[src/rtl/demux1x8_using_1x4.sv]
// Registered 1-to-8 demultiplexer built from two combinational 1x4 demux halves.
// Latency: 1 clk from select/data to outputs. Backpressure: none, outputs reload every cycle.

// 1x4 demux: routes in to the output indexed by {s1,s0}; the other three are 0.
// Latency: 0 (combinational). Backpressure: none.
// Shared select lines let two instances form the lower and upper halves of a 1x8.
module demux1x4 #(
    parameter int WIDTH = 1
) (
    input  logic [WIDTH-1:0] in,
    input  logic             s1,
    input  logic             s0,
    output logic [WIDTH-1:0] y0,
    output logic [WIDTH-1:0] y1,
    output logic [WIDTH-1:0] y2,
    output logic [WIDTH-1:0] y3
);

    always_comb begin
        y0 = '0;
        y1 = '0;
        y2 = '0;
        y3 = '0;
        unique case ({s1, s0})
            2'b00: y0 = in;
            2'b01: y1 = in;
            2'b10: y2 = in;
            2'b11: y3 = in;
            default: ;
        endcase
    end

endmodule

// 1x8 demux: s2 steers in to the lower (y0..y3) or upper (y4..y7) 1x4 half.
// Latency: 1 clk, outputs registered. Backpressure: none, no enable.
// Asynchronous active-high rst clears all outputs immediately.
module demux1x8_using_1x4 #(
    parameter int WIDTH = 1
) (
    input  logic             clk,
    input  logic             rst,
    input  logic             s2,
    input  logic             s1,
    input  logic             s0,
    input  logic [WIDTH-1:0] in,
    output logic [WIDTH-1:0] y0,
    output logic [WIDTH-1:0] y1,
    output logic [WIDTH-1:0] y2,
    output logic [WIDTH-1:0] y3,
    output logic [WIDTH-1:0] y4,
    output logic [WIDTH-1:0] y5,
    output logic [WIDTH-1:0] y6,
    output logic [WIDTH-1:0] y7
);

    logic [WIDTH-1:0] lower_in;
    logic [WIDTH-1:0] upper_in;
    logic [WIDTH-1:0] d0, d1, d2, d3, d4, d5, d6, d7;

    // Gate the data per half so the unselected half always decodes to zero.
    assign lower_in = in & ~{WIDTH{s2}};
    assign upper_in = in &  {WIDTH{s2}};

    demux1x4 #(.WIDTH(WIDTH)) u_lower (
        .in (lower_in),
        .s1 (s1),
        .s0 (s0),
        .y0 (d0),
        .y1 (d1),
        .y2 (d2),
        .y3 (d3)
    );

    demux1x4 #(.WIDTH(WIDTH)) u_upper (
        .in (upper_in),
        .s1 (s1),
        .s0 (s0),
        .y0 (d4),
        .y1 (d5),
        .y2 (d6),
        .y3 (d7)
    );

    always_ff @(posedge clk or posedge rst) begin
        if (rst) begin
            y0 <= '0;
            y1 <= '0;
            y2 <= '0;
            y3 <= '0;
            y4 <= '0;
            y5 <= '0;
            y6 <= '0;
            y7 <= '0;
        end else begin
            y0 <= d0;
            y1 <= d1;
            y2 <= d2;
            y3 <= d3;
            y4 <= d4;
            y5 <= d5;
            y6 <= d6;
            y7 <= d7;
        end
    end

endmodule

[config.mk]
export PLATFORM = sky130hd
export DESIGN_NAME = demux1x8_using_1x4
export DESIGN_NICKNAME = d
export VERILOG_FILES = /design/src/rtl/demux1x8_using_1x4.sv
export SDC_FILE = /design/constraint.sdc
export NUM_CORES = 1
export LEC_CHECK = 0
export BUFFER_PORTS_ARGS = -buffer_cell sky130_fd_sc_hd__buf_2
export CORE_AREA = 2 2 39 41
export DETAILED_ROUTE_END_ITERATION = 10
export DIE_AREA = 0 0 41 43
export GPL_TIMING_DRIVEN = 0
export PLACE_DENSITY = 0.53
export SLEW_MARGIN = 10
export SYNTH_ARGS = -nofsm -noshare
export SYNTH_HDL_FRONTEND = slang
export SYNTH_SLANG_ARGS = --single-unit
[constraint.sdc]
create_clock -name clk -period 0.8 [get_ports clk]
set_input_delay 0.12 -clock clk [delete_from_list [all_inputs] [get_ports clk]]
set_output_delay 0.12 -clock clk [all_outputs]
set_load 0.01 [all_outputs]
==> metrics <==
Worst slew margin=a little over 80%; final worst slack=-0.0541 ns; Hold Slack=~0.12 ns; Register Area=roughly 200 sq um; failing checks=negative setup slack; fin. max-slew vios=0; Peak supply drop=0.420 mV; Final period util=107%; CP Launch Type=flip-flop; GRT Resource Usage Total=7.73%; Post-synth top cells=dfrtp_1 (8), and4b_2 (3), and4bb_2 (3); fin nets=42; Setup CP Type=reg -> out; Area Overhead vs Synth=41.3%; fmax=1.17 GHz; largest net degree at the start of global routing=9; share of post-route cells with drive strength above 1=70.6%; synthesis warning total=0; DRC violations left=0; io pins=14; PortBufs=13; Multi-input gate area=96.3 sq um; final setup TNS=-0.363 ns; crit-path leading delay family=flip-flops; 1st-iter DRT viols=0; pre-CTS WS=about 0.15 ns; Cells after Synth=17; DIE AREA=1760 sq um; Chip Height=approximately 43 um; sequential area share after synthesis=66.7%; RSZ-0062 raised after global routing=yes; fillers=144; measured slew at the worst slew-check pin=0.274 ns; Primary FF master, synth=dfrtp_1; post-CTS setup buffer count=0; CP max FO=1; Worst Setup EP=y6; GP Congestion=roughly 0.67; Final Hold Vio Count=0; Yosys cell types=6; crit path DAT=0.73 ns; vias in the first global route=slightly above 200; post-route ant nets=0; crit-path cells=buf_2; Pleak=0.230 nW; Worst Path Buf+Inv=1; Worst Setup End Kind=output pin; routed vias/inst=roughly 4; critical path required time=0.68 ns; fraction of registers with async set or reset after synthesis=100%; CTS root buf=clkbuf_4; initial antenna violation count=0; Core Area=1380 sq um; Slowest-stage cell, CP=dfrtp_1; Mapped Area=300 sq um; 1st-pass router iterations=1; Pwr Density=1830 nW/um^2; DRT Wirelength=527 um; Starting Density=21.7%; CTS tree=built; Wirelength per Cell=10.5 um; row count=14; Crit path largest cell delay=0.36 ns; Period minus WS final=0.854 ns; Synth area leaders=dfrtp_1 (67%), and4bb_2 (13%), and4b_2 (11%); die width=41 um; clock-pin transition on the worst setup and hold timing paths=roughly 0.050 ns; TritonCTS Buffers=3; H-tree depth=1; Synth Register Bits=8; EDFF count, synth=0; setup violators final=8; Setup crit start=y6; DR vias=199; number of max-cap violations=0; Post-Syn Nets=23; Sink Count=8; clock tree buffer depth=2; cell taking the most area after synthesis=dfrtp_1; status=finished, violations left; Mapped Avg Cell Area=17.7 sq um; Levels on crit path=1; global route overflow=0; most frequent cell after synthesis=dfrtp_1; area fraction of the dominant cell type after synthesis=66.7%; first-pass GRT wire length=between 800 and 900 um; antenna cell count=0; Min-Delay Path Class=in -> reg
==> layout by cell type, fill, tap and decap left out, drive strengths merged <==
cell type    netlist  layout
buf                0      13
dfrtp              8       8
and4bb             3       3
and4b              3       3
clkbuf             0       3
nor4b              1       1
and4               1       1
inv                1       1
dlygate4sd3        0       1
==> power breakdown <==
group | internal [W] | switching (W) | total [W]
combinational | 0.0000343 | 0.0000376 | 0.0000719
clock | 0.000170 | 0.000118 | 0.000289
sequential | 0.000416 | 0.00000220 | 0.000418
==> per-stage QoR <==
stage                     cell area [sq um]  total power, W  util [%]  std cells
final                                   424        0.000778      30.7         50
after global routing                    424        0.000832      30.7         50
after CTS                               418        0.000794      30.2         50
after detailed placement                385        0.000492      27.8         46
after global placement                  385        0.000488      27.8         46
after floorplan                         300        0.000453         -         17
==> repair_timing <==
action	4_1_cts	5_1_grt
setup endpoints to repair	8	8
resized for setup	0	1
endpoints found under the hold margin	8	0
hold buffers	1	0
==> final cells by class <==
type / count / share of cell area (%)
Inverter: 1 / 0.885
Timing Repair Buffer: 14 / 19.2
Clock buffer: 3 / 5.31
Tap cell: 16 / 4.72
Sequential cell: 8 / 47.2
Multi-Input combinational cell: 8 / 22.7
==> worst min-delay path by stage <==
stage | slack (ns) | startpoint | endpoint | depth (start not counted)
detailed placement | 0.07 | rst | y0 | 2
CTS | 0.11 | s2 | y0 | 2
global placement | 0.06 | rst | y0 | 2
floorplan | -0.06 | rst | y0 | 1
finish | 0.12 | s2 | y0 | 2
global route | 0.12 | s2 | y0 | 2
==> state kept, by name (all words and copies together) (netlist names) <==
register,flops
y0,1
y1,1
y2,1
y3,1
y4,1
y5,1
y6,1
y7,1
==> logic make-up after synthesis <==
family | synth area share, %
flops | 66.7
simple gates | 32.1
buf+inv | 1.25
==> routing by layer <==
metal | track usage (%) | share of wire [%]
met5 | 0 | 0
met4 | 12.0 | 0
met3 | 2.09 | 7.8
met2 | 11.3 | 57
met1 | 6.04 | 35
Note: power is estimated with default switching activity, not from simulation.
